<file path="src/rtl/mmio_responder.sv">
`default_nettype none
// ============================================================================
// Module   : mmio_responder
// Brief    : I/O-region bus responder: LED register, synchronised switches,
//            sticky key-press capture and an optional tick timer
//            (built when MMIO_TIMER_EN is defined).
// Revision : 1.0 - initial release
// ============================================================================
module mmio_responder #(
    parameter logic [8:0] LED_ADDR   = 9'h100,
    parameter logic [8:0] SW_ADDR    = 9'h140,
    parameter logic [8:0] KEY_ADDR   = 9'h141,
    parameter logic [8:0] TIMER_ADDR = 9'h142,
    parameter int         TIMER_DIV  = 50000
) (
    input  logic        clk,
    input  logic        reset,
    input  logic [1:0]  mem_cmd,
    input  logic [8:0]  mem_addr,
    input  logic [15:0] write_data,
    output logic [15:0] read_data,
    output logic        read_en,
    input  logic [9:0]  SW,
    input  logic [3:0]  KEY,
    output logic [7:0]  LEDR
);

    localparam logic [1:0] c_MREAD  = 2'b01;
    localparam logic [1:0] c_MWRITE = 2'b10;

    logic        w_rd;
    logic        w_wr;
    logic        w_hit_led;
    logic        w_hit_sw;
    logic        w_hit_key;
    logic        w_hit_timer;
    logic        w_key_clr;
    logic [3:0]  w_new_press;
    logic [15:0] w_tick_val;

    logic [7:0]  r_ledr;
    logic [9:0]  r_sw_meta;
    logic [9:0]  r_sw_sync;
    logic [3:0]  r_key_meta;
    logic [3:0]  r_key_sync;
    logic [3:0]  r_key_prev;
    logic [3:0]  r_cap;

    assign w_rd      = (mem_cmd == c_MREAD);
    assign w_wr      = (mem_cmd == c_MWRITE);
    assign w_hit_led = (mem_addr == LED_ADDR);
    assign w_hit_sw  = (mem_addr == SW_ADDR);
    assign w_hit_key = (mem_addr == KEY_ADDR);

    // A falling edge on the synchronised key (active-low) is a press.
    assign w_new_press = r_key_prev & ~r_key_sync;
    assign w_key_clr   = w_rd & w_hit_key;

    always_ff @(posedge clk or negedge reset) begin
        if (!reset) begin
            r_ledr     <= 8'h00;
            r_sw_meta  <= 10'h000;
            r_sw_sync  <= 10'h000;
            r_key_meta <= 4'hF;
            r_key_sync <= 4'hF;
            r_key_prev <= 4'hF;
            r_cap      <= 4'h0;
        end else begin
            r_sw_meta  <= SW;
            r_sw_sync  <= r_sw_meta;
            r_key_meta <= KEY;
            r_key_sync <= r_key_meta;
            r_key_prev <= r_key_sync;
            if (w_wr && w_hit_led) begin
                r_ledr <= write_data[7:0];
            end
            // A press arriving on the clearing read survives it.
            if (w_key_clr) begin
                r_cap <= w_new_press;
            end else begin
                r_cap <= r_cap | w_new_press;
            end
        end
    end

`ifdef MMIO_TIMER_EN
    localparam int                c_PS_W   = $clog2(TIMER_DIV);
    localparam logic [c_PS_W-1:0] c_PS_MAX = c_PS_W'(TIMER_DIV - 1);

    logic [c_PS_W-1:0] r_prescale;
    logic [15:0]       r_tick;

    assign w_hit_timer = (mem_addr == TIMER_ADDR);
    assign w_tick_val  = r_tick;

    always_ff @(posedge clk or negedge reset) begin
        if (!reset) begin
            r_prescale <= '0;
            r_tick     <= 16'h0000;
        end else if (w_wr && w_hit_timer) begin
            r_prescale <= '0;
            r_tick     <= 16'h0000;
        end else if (r_prescale == c_PS_MAX) begin
            r_prescale <= '0;
            r_tick     <= r_tick + 16'h0001;
        end else begin
            r_prescale <= r_prescale + 1'b1;
        end
    end
`else
    localparam int c_unused_div       = TIMER_DIV;
    localparam logic [8:0] c_unused_t = TIMER_ADDR;

    assign w_hit_timer = 1'b0;
    assign w_tick_val  = 16'h0000;
`endif

    assign read_en = w_rd & (w_hit_sw | w_hit_key | w_hit_timer);

    always_comb begin
        read_data = 16'h0000;
        if (read_en) begin
            if (w_hit_sw) begin
                read_data = {6'b0, r_sw_sync};
            end else if (w_hit_key) begin
                read_data = {12'b0, r_cap};
            end else begin
                read_data = w_tick_val;
            end
        end
    end

    assign LEDR = r_ledr;

    logic w_unused;
    assign w_unused = &{1'b0, write_data[15:8]};

endmodule
`default_nettype wire

</file>
<file path="config.mk">
export PLATFORM = sky130hd
export DESIGN_NAME = mmio_responder
export DESIGN_NICKNAME = d
export VERILOG_FILES = /design/src/rtl/mmio_responder.sv
export SDC_FILE = /design/constraint.sdc
export NUM_CORES = 1
export LEC_CHECK = 0
export ABC_AREA = 1
export CAP_MARGIN = 0
export CORE_MARGIN = 2
export CORE_UTILIZATION = 38
export CTS_BUF_LIST = sky130_fd_sc_hd__clkbuf_8 sky130_fd_sc_hd__clkbuf_16
export DETAILED_ROUTE_END_ITERATION = 7
export GPL_ROUTABILITY_DRIVEN = 0
export PLACE_DENSITY = 0.77
export RECOVER_POWER = 50
export SYNTH_ARGS = -nofsm -noshare
export SYNTH_HDL_FRONTEND = slang
export SYNTH_SLANG_ARGS = --single-unit
</file>
<file path="constraint.sdc">
create_clock -name clk -period 0.9 [get_ports clk]
set_input_delay 0.135 -clock clk [delete_from_list [all_inputs] [get_ports clk]]
set_output_delay 0.135 -clock clk [all_outputs]
set_load 0.03 [all_outputs]
</file>
==> tab_implementation.tex, run 1 <==
\begin{tabular}{lr}
\hline
Metric & Value \\
\hline
\multicolumn{2}{l}{\textbf{Outcome}} \\
\quad Violated checks & negative setup slack \\
\quad Run status & finished with violations \\
\multicolumn{2}{l}{\textbf{Routing}} \\
\quad Total wire length & 3425 um \\
\quad Detail Route Antenna Nets & 0 \\
\quad Drt pass-1 iters & 4 \\
\quad Drt via density & 4.341 \\
\quad Drt first-iter violations & 47 \\
\quad Via count & 1,198 \\
\quad \# DRC & 0 \\
\quad Detailed-route wire length per cell & 12.41 um \\
\multicolumn{2}{l}{\textbf{Pwr}} \\
\quad Max rail drop VDD & 0.9629 mV \\
\quad P\_leak & 0.001369 uW \\
\quad Overall power consumption & 4068 uW \\
\quad Power per standard cell area & 1470 nW/um\^{}2 \\
\multicolumn{2}{l}{\textbf{Clocking}} \\
\quad Maximum number of buffers from clock root to sink & 2 \\
\quad Clk\_lat worst skew & 0.29 ns \\
\quad TritonCTS Sinks & 44 \\
\quad CTS H-tree lvls & 2 \\
\quad Number of buffers created by CTS & 5 \\
\quad Clock transition time at the flip-flop clock pins of the worst setup and hold paths & 0.08 ns \\
\quad Cell at the root of the clock tree & sky130\_fd\_sc\_hd\_\_clkbuf\_8 \\
\quad CTS tree & done \\
\multicolumn{2}{l}{\textbf{Layout}} \\
\quad Share of cells above drive strength 1 & 59.73\% \\
\quad Number of diodes & 0 \\
\quad Growth of design area from synthesis to finish & 71.00\% \\
\quad Final \#Nets & 268 \\
\quad Final Cell Area & 2766 um\^{}2 \\
\quad Final Util & 68.18\% \\
\multicolumn{2}{l}{\textbf{GRT}} \\
\quad Global router's overall resource usage & 15.55\% \\
\quad Overflow left after global routing & 0 \\
\quad Number of global-route vias before repair & 1,225 \\
\quad Antenna violations before repair & 0 \\
\quad Wire length of the first global-routing pass & 5768 um \\
\quad Maximum number of pins on one net before global-route repair & 45 \\
\multicolumn{2}{l}{\textbf{Floorplan}} \\
\quad Effective utilization at floorplan & 39.87\% \\
\quad Die Width & 69.25 um \\
\quad Total number of placement rows & 23 \\
\quad CORE AREA & 4058 um\^{}2 \\
\quad I/O pin count & 68 \\
\quad Area of the die & 4796 um\^{}2 \\
\quad Vert. Die Dim & 69.25 um \\
\multicolumn{2}{l}{\textbf{Critical path}} \\
\quad Largest fanout on the critical path & 6 \\
\quad Worst setup slack for register-to-register paths & 0.01 ns \\
\quad R2R Path Start & LEDR[1]\$\_DFFE\_PN0P\_ \\
\quad Crit path launch & mem\_addr[4] \\
\quad Data arrival, critical path & 1.10 ns \\
\quad Required time of the critical path & 0.76 ns \\
\quad Kind of end point of the critical path & output pin \\
\quad Capturing instance or port of the critical path & read\_data[8] \\
\quad Critical setup path kind & input port to output pin \\
\quad Reg2Reg Depth & 4 \\
\quad Type of element launching the critical path & input port \\
\quad Capturing point of the worst reg2reg path & LEDR[1]\$\_DFFE\_PN0P\_ \\
\multicolumn{2}{l}{\textbf{Synth}} \\
\quad Count of distinct cell types in the synthesized netlist & 17 \\
\quad Netlist area before placement & 1618 um\^{}2 \\
\quad Number of instances in the synthesized netlist & 143 \\
\quad Leading post-synthesis cells by cell area & sky130\_fd\_sc\_hd\_\_dfrtp\_1 (49\%), sky130\_fd\_sc\_hd\_\_dfstp\_2 (19\%), sky130\_fd\_sc\_hd\_\_nand2\_1 (7.2\%) \\
\quad Area leader, netlist & sky130\_fd\_sc\_hd\_\_dfrtp\_1 \\
\quad Proportion of netlist area held by the largest area contributor & 49.50\% \\
\quad Mean area per synthesized cell & 11.31 um\^{}2 \\
\quad Number of synthesized register bits & 44 \\
\quad Part of the Yosys area used for sequential elements & 68.99\% \\
\quad Yosys warning count & 0 \\
\multicolumn{2}{l}{\textbf{Placement}} \\
\quad Post-Place Setup Slack & -0.7377 ns \\
\quad Count of port buffers added during placement & 53 \\
\quad Total cell area at the placement stage & 2318 um\^{}2 \\
\quad DP Wirelength & 2176 um \\
\multicolumn{2}{l}{\textbf{STA}} \\
\quad Count of final max-slew check failures & 0 \\
\quad Final hold vios & 0 \\
\quad Post-route setup slack & -0.3348 ns \\
\quad Count of final setup violators & 27 \\
\quad Final Skew & 0.006400 ns \\
\quad Time the final worst path needs with I/O delays and setup & 1.235 ns \\
\quad Highest achievable clock rate & 809.9 MHz \\
\quad Setup repair after global routing missed its margin & true \\
\quad Sum of negative setup slack & -4.906 ns \\
\quad Final critical-path share of the clock period & 137.2\% \\
\multicolumn{2}{l}{\textbf{Flow run}} \\
\quad Reported max-cap violation count & 0 \\
\multicolumn{2}{l}{\textbf{Hold path}} \\
\quad Class of the most critical hold timing path & input port to register \\
\hline
\end{tabular}
[logic make-up after synthesis]
group / Yosys count / synth area share (%)
buffers and inverters: 28 / 8.120
AND/OR/NAND/NOR: 66 / 21.42
flip-flops: 44 / 68.99
other: 1 / 0.2318
AO/OA/AOI/OAI: 4 / 1.237
[power by group]
part           switching, uW  leakage [uW]  total (uW)  internal, uW
clock                    613     0.0000645        1590           978
sequential              28.5      0.000506        2100          2080
combinational            191      0.000798         373           182
total                    833       0.00137        4070          3240
[timing repair]
| item | CTS | global route |
|---|---|---|
| hold endpoints to repair | 32 | 0 |
| setup buffers | 12 | 4 |
| pin swaps | 34 | 10 |
| setup endpoints to repair | 31 | 27 |
| hold buffers | 1 | 0 |
| gates resized for setup | 92 | 23 |
[layer usage]
layer | up-vias | part of all wire, % | GRT usage [%]
met3 | 6 | 4.3 | 4.360
met5 | - | 0 | 0
met1 | 575 | 38 | 17.93
met2 | 30 | 56 | 26.92
li1 | 587 | - | -
met4 | 0 | 2.0 | 6.754
[state kept, by name, summed over array words and instances (netlist names)]
| name | cells |
|---|---|
| LEDR | 8 |
| r_cap | 4 |
| r_key_meta | 4 |
| r_key_prev | 4 |
| r_key_sync | 4 |
| r_sw_meta | 10 |
| r_sw_sync | 10 |
[Yosys cell counts]
cell type / count
sky130_fd_sc_hd__nand4_1: 1
sky130_fd_sc_hd__nor2_4: 2
sky130_fd_sc_hd__nand2_2: 3
sky130_fd_sc_hd__nor2_1: 8
sky130_fd_sc_hd__conb_1: 1
sky130_fd_sc_hd__nor2_8: 1
sky130_fd_sc_hd__nand2_1: 31
sky130_fd_sc_hd__buf_4: 7
sky130_fd_sc_hd__inv_1: 20
sky130_fd_sc_hd__dfstp_2: 12
sky130_fd_sc_hd__nor2_2: 1
sky130_fd_sc_hd__nand3_1: 16
sky130_fd_sc_hd__o21ai_1: 4
sky130_fd_sc_hd__nand2_4: 1
sky130_fd_sc_hd__inv_2: 1
sky130_fd_sc_hd__nand3_4: 2
sky130_fd_sc_hd__dfrtp_1: 32
[placed cells by master (no fill, tap or decap)]
cell / count
sky130_fd_sc_hd__clkdlybuf4s50_1: 8
sky130_fd_sc_hd__dfrtp_1: 32
sky130_fd_sc_hd__inv_1: 11
sky130_fd_sc_hd__nand4_1: 1
sky130_fd_sc_hd__inv_2: 6
sky130_fd_sc_hd__nand2_8: 1
sky130_fd_sc_hd__nand2_1: 11
sky130_fd_sc_hd__nor2_1: 1
sky130_fd_sc_hd__conb_1: 6
sky130_fd_sc_hd__o21ai_1: 4
sky130_fd_sc_hd__dlygate4sd3_1: 15
sky130_fd_sc_hd__inv_4: 4
sky130_fd_sc_hd__clkbuf_2: 1
sky130_fd_sc_hd__buf_2: 8
sky130_fd_sc_hd__nor2_8: 1
sky130_fd_sc_hd__clkbuf_8: 7
sky130_fd_sc_hd__buf_12: 3
sky130_fd_sc_hd__bufinv_16: 1
sky130_fd_sc_hd__nand2_2: 17
sky130_fd_sc_hd__dfstp_2: 12
sky130_fd_sc_hd__nand3_2: 14
sky130_fd_sc_hd__nor2_4: 10
sky130_fd_sc_hd__nand3_4: 2
sky130_fd_sc_hd__buf_6: 31
sky130_fd_sc_hd__buf_4: 11
sky130_fd_sc_hd__nand2_4: 6
sky130_fd_sc_hd__nand3_1: 2
[critical path: stages]
cell	delay, ns
sky130_fd_sc_hd__buf_6	0.09
sky130_fd_sc_hd__nor2_4	0.12
sky130_fd_sc_hd__nand2_4	0.08
sky130_fd_sc_hd__nor2_8	0.13
sky130_fd_sc_hd__nand3_4	0.13
sky130_fd_sc_hd__buf_12	0.18
sky130_fd_sc_hd__nor2_4	0.10
sky130_fd_sc_hd__buf_6	0.13
[final cells by class]
type                    count  area [um^2]
multi-input cells          76        605.6
well taps                  50        62.56
clock buffers               7        96.34
repair buffers             77        767.0
inverters                  21        88.84
flip-flops and latches     44         1116
clock inverters             1        30.03
fillers                   288         1291
[how the worst min path moves through the flow]
| stage | startpoint | to | slack [ns] | cells after the start |
|---|---|---|---|---|
| 2_1_floorplan | reset | LEDR[0]$_DFFE_PN0P_ | -0.16 | 0 |
| 3_3_place_gp | reset | r_sw_meta[9]$_DFF_PN0_ | 0.12 | 2 |
| 3_5_place_dp | reset | r_sw_meta[9]$_DFF_PN0_ | 0.13 | 2 |
| 4_1_cts | KEY[1] | r_key_meta[1]$_DFF_PN1_ | 0.23 | 1 |
| 5_1_grt | mem_cmd[1] | LEDR[3]$_DFFE_PN0P_ | 0.33 | 5 |
| 6_report | mem_cmd[1] | LEDR[3]$_DFFE_PN0P_ | 0.32 | 5 |
[stage by stage]
| stage | instances | hold slack, ns |
|---|---|---|
| 3_5_place_dp | 255 | 0.1285 |
| 3_3_place_gp | 255 | 0.1235 |
| 2_1_floorplan | 148 | -0.1606 |
| 4_1_cts | 272 | 0.2334 |
| 5_1_grt | 276 | 0.3332 |
| 6_report | 276 | 0.3250 |
No activity file was read; power rests on OpenSTA's default activity.
==> run 2: changes to the inputs <==
CORE_MARGIN = unset   (was 2)
==> run 2 against run 1 <==
Compared with the run above: the run still ends with negative setup slack left; clock skew is 0.0016 ns lower; global-route usage up 0.24 points; die area down 5.7%; hold slack worse by 0.039 ns; sequential power about the same; core utilization is 1.5 points lower; cell area decreased by 2.3%; non-clock buffer count shrank 9; register-to-register slack better by 0.05 ns; critical path type unchanged; largest cell class unchanged; largest power group unchanged.
==> tab_implementation.tex, run 2 (synthesis gave the netlist of run 1 again) <==
\begin{tabular}{lr}
\hline
Metric & Value \\
\hline
\multicolumn{2}{l}{\textbf{Outcome}} \\
\quad Run status & finished with violations \\
\quad Violated checks & negative setup slack \\
\multicolumn{2}{l}{\textbf{Routing}} \\
\quad Via count & 1,144 (-4.5\%) \\
\quad Drt pass-1 iters & 4 (unchanged) \\
\quad Drt via density & 4.285 (-1.3\%) \\
\quad Detailed-route wire length per cell & 11.95 um (-3.7\%) \\
\quad Detail Route Antenna Nets & 0 (unchanged) \\
\quad Drt first-iter violations & 37 (-21\%) \\
\quad \# DRC & 0 (unchanged) \\
\quad Total wire length & 3191 um (-6.8\%) \\
\multicolumn{2}{l}{\textbf{Placement}} \\
\quad Total cell area at the placement stage & 2331 um\^{}2 (+0.54\%) \\
\quad Count of port buffers added during placement & 53 (unchanged) \\
\quad DP Wirelength & 2094 um (-3.8\%) \\
\quad Placed instance count & 255 (unchanged) \\
\multicolumn{2}{l}{\textbf{GRT}} \\
\quad Wire length of the first global-routing pass & 4947 um (-14\%) \\
\quad Global router's overall resource usage & 15.79\% (+0.24 points) \\
\quad Overflow left after global routing & 0 (unchanged) \\
\quad Antenna violations before repair & 0 (unchanged) \\
\quad Number of global-route vias before repair & 1,067 (-13\%) \\
\quad Maximum number of pins on one net before global-route repair & 45 (unchanged) \\
\multicolumn{2}{l}{\textbf{Pwr}} \\
\quad Overall power consumption & 4033 uW (-0.86\%) \\
\quad Power per standard cell area & 1492 nW/um\^{}2 (+1.4\%) \\
\quad P\_leak & 0.001354 uW (-1.1\%) \\
\quad Max rail drop VDD & 1.147 mV (+19\%) \\
\multicolumn{2}{l}{\textbf{Clocking}} \\
\quad CTS H-tree lvls & 2 (unchanged) \\
\quad CTS tree & done \\
\quad Clock transition time at the flip-flop clock pins of the worst setup and hold paths & 0.08 ns (about the same) \\
\quad Maximum number of buffers from clock root to sink & 2 (unchanged) \\
\quad Clk\_lat worst skew & 0.29 ns (about the same) \\
\quad TritonCTS Sinks & 44 (unchanged) \\
\quad Number of buffers created by CTS & 5 (unchanged) \\
\quad Cell at the root of the clock tree & sky130\_fd\_sc\_hd\_\_clkbuf\_8 \\
\multicolumn{2}{l}{\textbf{Layout}} \\
\quad Highest-count cells in the layout ignoring fill and taps & sky130\_fd\_sc\_hd\_\_dfrtp\_1 (32), sky130\_fd\_sc\_hd\_\_buf\_6 (25), sky130\_fd\_sc\_hd\_\_nand2\_1 (19) \\
\quad Most common cell after layout, fill and taps aside & sky130\_fd\_sc\_hd\_\_dfrtp\_1 \\
\quad Growth of design area from synthesis to finish & 67.13\% \\
\quad Final Cell Area & 2704 um\^{}2 (-2.3\%) \\
\quad Area of the multi-input gates & 608.1 um\^{}2 (+0.41\%) \\
\quad Share of cells above drive strength 1 & 51.61\% (-8.1 points) \\
\quad Total of fill cells in the finished design & 309 (+7.3\%) \\
\quad FF/Latch Area & 1116 um\^{}2 (unchanged) \\
\quad Number of diodes & 0 (unchanged) \\
\quad Final \#Nets & 259 (-3.4\%) \\
\quad Final Non-Filler Cells & 267 (-3.3\%) \\
\multicolumn{2}{l}{\textbf{Critical path}} \\
\quad Critical setup path kind & input port to output pin \\
\quad Family with the most delay on the worst path & simple AND/OR/NAND/NOR gates \\
\quad Largest fanout on the critical path & 6 (unchanged) \\
\quad Capturing point of the worst reg2reg path & LEDR[7]\$\_DFFE\_PN0P\_ \\
\quad Critical path cell sequence & buf\_6 > nor2\_4 > nand2\_4 > nor2\_8 > nand3\_4 > buf\_12 > nor2\_4 > buf\_6 \\
\quad Worst setup slack for register-to-register paths & 0.06 ns (+0.05 ns) \\
\quad WP buf/inv & 3 (unchanged) \\
\quad Data arrival, critical path & 1.11 ns (about the same) \\
\quad Cell at the slowest stage of the critical path & sky130\_fd\_sc\_hd\_\_buf\_12 \\
\quad R2R Path Start & LEDR[7]\$\_DFFE\_PN0P\_ \\
\quad Peak per-stage delay on the critical path & 0.18 ns (about the same) \\
\quad Kind of end point of the critical path & output pin \\
\quad Type of element launching the critical path & input port \\
\quad Reg2Reg Depth & 4 (unchanged) \\
\quad Required time of the critical path & 0.76 ns (about the same) \\
\multicolumn{2}{l}{\textbf{STA}} \\
\quad Highest achievable clock rate & 801.9 MHz (-0.98\%) \\
\quad Hold Slack & 0.2861 ns (-0.03886 ns) \\
\quad Final Skew & 0.004821 ns (-0.001579 ns) \\
\quad Final hold vios & 0 (unchanged) \\
\quad Count of final max-slew check failures & 0 (unchanged) \\
\quad Setup repair after global routing missed its margin & true \\
\quad Count of final setup violators & 19 (-30\%) \\
\quad Post-route setup slack & -0.3470 ns (-0.01221 ns) \\
\quad Time the final worst path needs with I/O delays and setup & 1.247 ns (+0.01221 ns) \\
\quad Sum of negative setup slack & -4.034 ns (+0.8727 ns) \\
\quad Final critical-path share of the clock period & 138.6\% (+1.4 points) \\
\multicolumn{2}{l}{\textbf{Floorplan}} \\
\quad I/O pin count & 68 (unchanged) \\
\quad Total number of placement rows & 23 (unchanged) \\
\quad CORE AREA & 4058 um\^{}2 (unchanged) \\
\quad Effective utilization at floorplan & 39.87\% (unchanged) \\
\quad Die Width & 67.25 um (-2.9\%) \\
\quad Vert. Die Dim & 67.25 um (-2.9\%) \\
\quad Area of the die & 4523 um\^{}2 (-5.7\%) \\
\multicolumn{2}{l}{\textbf{Hold path}} \\
\quad Hold Path End & LEDR[7]\$\_DFFE\_PN0P\_ \\
\quad Hold path startpoint & mem\_addr[8] \\
\quad WHS Path Cells & 5 (unchanged) \\
\quad Class of the most critical hold timing path & input port to register \\
\multicolumn{2}{l}{\textbf{Flow run}} \\
\quad Reported max-cap violation count & 0 (unchanged) \\
\hline
\end{tabular}
-- run 2: changes by cell type in the layout (fill, tap and decap cells not counted), moves of 3 or more --
cell | previous run | this run
sky130_fd_sc_hd__nand3_4 | 2 | 6
sky130_fd_sc_hd__nand2_1 | 11 | 19
sky130_fd_sc_hd__nand3_2 | 14 | 4
sky130_fd_sc_hd__buf_4 | 11 | 6
sky130_fd_sc_hd__buf_6 | 31 | 25
sky130_fd_sc_hd__nand3_1 | 2 | 8
sky130_fd_sc_hd__nand2_4 | 6 | 9
sky130_fd_sc_hd__nand2_2 | 17 | 6
-- run 2: worst max path at each step --
stage	end	slack, ns	from	cells past startpoint
after floorplan	read_data[4]	-0.24	mem_addr[5]	5
after global placement	read_data[5]	-0.73	mem_addr[5]	8
after detailed placement	read_data[5]	-0.75	mem_addr[5]	8
after CTS	read_data[6]	-0.35	mem_addr[4]	8
after global routing	read_data[6]	-0.40	mem_addr[4]	8
final	read_data[9]	-0.35	mem_addr[4]	8
-- run 2: power breakdown --
part	switching, uW	internal [uW]
Clock	604	978
Combinational	185	164
Sequential	26.2	2080
-- run 2: routing by layer --
metal	share of wire (%)	vias to the layer above	global-route usage (%)	wire length, um
met2	52	32	26.13	1670
met5	0	-	0	0
met3	6.2	6	5.405	199
met4	1.6	0	6.383	52
li1	-	570	-	-
met1	40	536	18.74	1269
-- run 2: area by class of cell --
cell class	count	area share [%]
flip-flops and latches	44	41.28
inverters	21	3.286
well taps	50	2.314
clock buffers	7	3.563
multi-input cells	76	22.49
clock inverters	1	1.111
repair buffers	68	25.96
-- run 2: metrics by stage --
step           worst slack (ns)  utilization, %
2_1_floorplan           -0.2421               -
3_3_place_gp            -0.7275           57.45
3_5_place_dp            -0.7514           57.45
4_1_cts                 -0.3534           65.06
5_1_grt                 -0.4020           66.64
6_report                -0.3470           66.64
-- run 2: timing repair --
action / in CTS / in global routing
hold buffers: 1 / 0
pin swaps: 24 / 4
endpoints found under the hold margin: 32 / 0
gates resized for setup: 91 / 17
setup endpoints to repair: 31 / 25
buffers inserted: 2 / 2
gates cloned: 0 / 0
-- run 2: tightest hold or removal path, stage by stage --
cell and delay (ns):
sky130_fd_sc_hd__buf_2 0.12, sky130_fd_sc_hd__nand4_1 0.13, sky130_fd_sc_hd__nor2_4 0.05, sky130_fd_sc_hd__nand3_1 0.06, sky130_fd_sc_hd__nand2_1 0.05
==> run 3: changes to the inputs <==
CORE_UTILIZATION = 45   (was 38)
HOLD_SLACK_MARGIN = 0.03   (was unset)
PLACE_DENSITY = 0.85   (was 0.77)
clock period = 1.55 ns   (was 0.9 ns; I/O delays follow)
==> run 3 against run 2 <==
Compared with the run above: the run now ends clean; cell count down 1.9%; highest routed layer unchanged; largest cell class unchanged; critical path depth up 1; clock power down 37%; core utilization up 4.5 points; combinational power down 50%; via count down 0.61%.
==> tab_implementation.tex, run 3 (synthesis gave the netlist of run 1 again) <==
\begin{tabular}{lr}
\hline
Metric & Value \\
\hline
\multicolumn{2}{l}{\textbf{Critical path}} \\
\quad Type of element launching the critical path & input port \\
\quad Worst setup slack for register-to-register paths & 0.80 ns (+0.74 ns) \\
\quad Most used cell, CP & sky130\_fd\_sc\_hd\_\_inv\_1 \\
\quad Critical path cell sequence & clkdlybuf4s15\_1 > inv\_1 > nand2\_2 > nor2\_4 > nand3\_4 > nand2\_4 > nand2\_1 > inv\_1 > buf\_6 \\
\quad Peak per-stage delay on the critical path & 0.18 ns (about the same) \\
\quad Kind of end point of the critical path & output pin \\
\quad Required time of the critical path & 1.32 ns (+0.56 ns) \\
\quad Largest fanout on the critical path & 7 (+1) \\
\quad Capturing point of the worst reg2reg path & r\_cap[1]\$\_DFF\_PN0\_ \\
\quad Critical setup path kind & input port to output pin \\
\quad Cell at the slowest stage of the critical path & sky130\_fd\_sc\_hd\_\_clkdlybuf4s15\_1 \\
\quad R2R Path Start & r\_key\_prev[1]\$\_DFF\_PN1\_ \\
\quad Reg2Reg Depth & 2 (-2) \\
\quad Data arrival, critical path & 1.26 ns (+0.15 ns) \\
\multicolumn{2}{l}{\textbf{Hold path}} \\
\quad Hold Path End & r\_sw\_sync[4]\$\_DFF\_PN0\_ \\
\quad WHS Path Cells & 0 (-5) \\
\quad Class of the most critical hold timing path & register to register \\
\quad Hold path startpoint & r\_sw\_meta[4]\$\_DFF\_PN0\_ \\
\multicolumn{2}{l}{\textbf{Routing}} \\
\quad Drt first-iter violations & 20 (-46\%) \\
\quad Total wire length & 2808 um (-12\%) \\
\quad Detail Route Antenna Nets & 0 (unchanged) \\
\quad Drt pass-1 iters & 3 (-1) \\
\quad Drt via density & 4.340 (+1.3\%) \\
\quad Via count & 1,137 (-0.61\%) \\
\quad Detailed-route wire length per cell & 10.72 um (-10\%) \\
\quad \# DRC & 0 (unchanged) \\
\multicolumn{2}{l}{\textbf{Floorplan}} \\
\quad Vert. Die Dim & 61.96 um (-7.9\%) \\
\quad I/O pin count & 68 (unchanged) \\
\quad CORE AREA & 3390 um\^{}2 (-16\%) \\
\quad Total number of placement rows & 21 (-8.7\%) \\
\quad Die Width & 61.96 um (-7.9\%) \\
\quad Effective utilization at floorplan & 47.73\% (+7.9 points) \\
\quad Area of the die & 3839 um\^{}2 (-15\%) \\
\multicolumn{2}{l}{\textbf{Pwr}} \\
\quad Clk network pwr share & 41.7\% (+2.5 points) \\
\quad Net switching fraction of the power & 19.41\% (-0.82 points) \\
\quad P\_sw & 463.3 uW (-43\%) \\
\quad Internal Pwr Total & 1924 uW (-40\%) \\
\quad Sequential power share & 51.0\% (-1.1 points) \\
\quad Max rail drop VDD & 0.7247 mV (-37\%) \\
\quad Combinational fraction of design power & 7.3\% (-1.4 points) \\
\quad P\_leak & 0.001278 uW (-5.6\%) \\
\quad Power per standard cell area & 989.7 nW/um\^{}2 (-34\%) \\
\multicolumn{2}{l}{\textbf{Clocking}} \\
\quad TritonCTS Sinks & 44 (unchanged) \\
\quad CTS H-tree lvls & 2 (unchanged) \\
\quad Maximum number of buffers from clock root to sink & 2 (unchanged) \\
\quad Clock transition time at the flip-flop clock pins of the worst setup and hold paths & 0.07 ns (about the same) \\
\quad Clk\_lat worst skew & 0.29 ns (about the same) \\
\quad CTS tree & done \\
\quad Number of buffers created by CTS & 5 (unchanged) \\
\quad Cell at the root of the clock tree & sky130\_fd\_sc\_hd\_\_clkbuf\_8 \\
\multicolumn{2}{l}{\textbf{GRT}} \\
\quad Antenna violations before repair & 0 (unchanged) \\
\quad Maximum number of pins on one net before global-route repair & 45 (unchanged) \\
\quad Wire length of the first global-routing pass & 4215 um (-15\%) \\
\quad Number of global-route vias before repair & 1,015 (-4.9\%) \\
\quad Global router's overall resource usage & 16.45\% (+0.66 points) \\
\quad Overflow left after global routing & 0 (unchanged) \\
\multicolumn{2}{l}{\textbf{Flow run}} \\
\quad Reported max-cap violation count & 0 (unchanged) \\
\multicolumn{2}{l}{\textbf{Placement}} \\
\quad Count of port buffers added during placement & 53 (unchanged) \\
\quad DP Wirelength & 2005 um (-4.2\%) \\
\quad Placed instance count & 250 (-2.0\%) \\
\multicolumn{2}{l}{\textbf{Layout}} \\
\quad Final \#Nets & 258 (-0.39\%) \\
\quad Total of fill cells in the finished design & 250 (-19\%) \\
\quad Highest-count cells in the layout ignoring fill and taps & sky130\_fd\_sc\_hd\_\_dfrtp\_1 (32), sky130\_fd\_sc\_hd\_\_nand2\_1 (26), sky130\_fd\_sc\_hd\_\_inv\_1 (19) \\
\quad Number of diodes & 0 (unchanged) \\
\quad Growth of design area from synthesis to finish & 49.11\% \\
\quad Share of cells above drive strength 1 & 29.63\% (-22 points) \\
\quad Most common cell after layout, fill and taps aside & sky130\_fd\_sc\_hd\_\_dfrtp\_1 \\
\quad Final Non-Filler Cells & 262 (-1.9\%) \\
\multicolumn{2}{l}{\textbf{STA}} \\
\quad Relative slew margins & 41.08\% \\
\quad Time the final worst path needs with I/O delays and setup & 1.490 ns \\
\quad Actual transition at the worst max-transition pin & 0.8838 ns \\
\quad Final hold vios & 0 (unchanged) \\
\quad Sum of negative setup slack & 0 ns (+4.034 ns) \\
\quad Highest achievable clock rate & 671.1 MHz \\
\quad Final Skew & 0.009024 ns (+0.004203 ns) \\
\quad Count of final max-slew check failures & 0 (unchanged) \\
\quad Final critical-path share of the clock period & 96.13\% \\
\quad Count of final setup violators & 0 (-19) \\
\quad Hold Slack & 0.3485 ns (+0.06245 ns) \\
\multicolumn{2}{l}{\textbf{Outcome}} \\
\quad Run status & complete, no violations \\
\hline
\end{tabular}
-- run 3: changes by cell type in the layout (fill, tap and decap cells not counted), moves of 8 or more --
cell                            change
sky130_fd_sc_hd__buf_4             +10
sky130_fd_sc_hd__buf_6             -20
sky130_fd_sc_hd__dlygate4sd2_1      +9
sky130_fd_sc_hd__inv_1              +8
sky130_fd_sc_hd__nand2_4            -8
sky130_fd_sc_hd__nand3_1            +8
sky130_fd_sc_hd__nor2_4             -8
-- run 3: how the worst max path moves through the flow --
stage,depth (start not counted),from,slack [ns],end
floorplan,5,mem_addr[5],0.13,read_data[4]
global placement,8,mem_addr[6],-0.25,read_data[2]
detailed placement,8,mem_addr[6],-0.26,read_data[2]
CTS,1,LEDR[1]$_DFFE_PN0P_,0.003,LEDR[1]
global route,9,mem_addr[0],-0.03,read_data[1]
finish,9,mem_addr[0],0.06,read_data[1]
-- run 3: stage by stage --
stage / utilization, % / power (uW) / cell area, um^2 / worst slack [ns]
final: 71.17 / 2387 / 2412 / 0.05995
after global routing: 71.17 / 2491 / 2412 / -0.03360
after CTS: 71.10 / 2432 / 2410 / 0.003295
after detailed placement: 66.45 / 1433 / 2252 / -0.2609
after global placement: 66.45 / 1427 / 2252 / -0.2481
after floorplan: - / 1306 / 1637 / 0.1269
-- run 3: what timing repair did --
action	4_1_cts	5_1_grt
gates resized for setup	28	18
hold buffers	1	0
endpoints found under the hold margin	32	0
pin swaps	14	12
gates cloned	0	0
endpoints found under the setup margin	18	12
buffers inserted	2	1
-- run 3: power by group through the flow --
| stage | combinational, uW | clock (uW) | sequential [uW] |
|---|---|---|---|
| floorplan | 62.9 | 0 | 1240 |
| global route | 193 | 1080 | 1220 |
| finish | 174 | 996 | 1220 |
| global placement | 189 | 0 | 1240 |
| CTS | 189 | 1020 | 1220 |
| detailed placement | 192 | 0 | 1240 |
-- run 3: cell type report --
class,count,area (um^2),share of cell area (%)
Timing Repair Buffer,67,618.1,25.62
Sequential cell,44,1116,46.27
Multi-Input combinational cell,76,409.1,16.96
Inverter,21,78.83,3.268
Tap cell,46,57.56,2.386
Clock inverter,3,63.81,2.645
Clock buffer,5,68.82,2.853
-- run 3: worst max-delay path, delay by kind of cell --
family | cells | cell delay (ns)
simple gates | 5 | 0.58
buf+inv | 4 | 0.44
-- run 3: metal layers --
layer | up-vias | GRT usage (%) | share of wire, %
met5 | - | 0 | 0
met3 | 4 | 5.590 | 5.0
li1 | 566 | - | -
met2 | 32 | 27.51 | 53
met1 | 535 | 17.84 | 40
met4 | 0 | 10.48 | 2.2
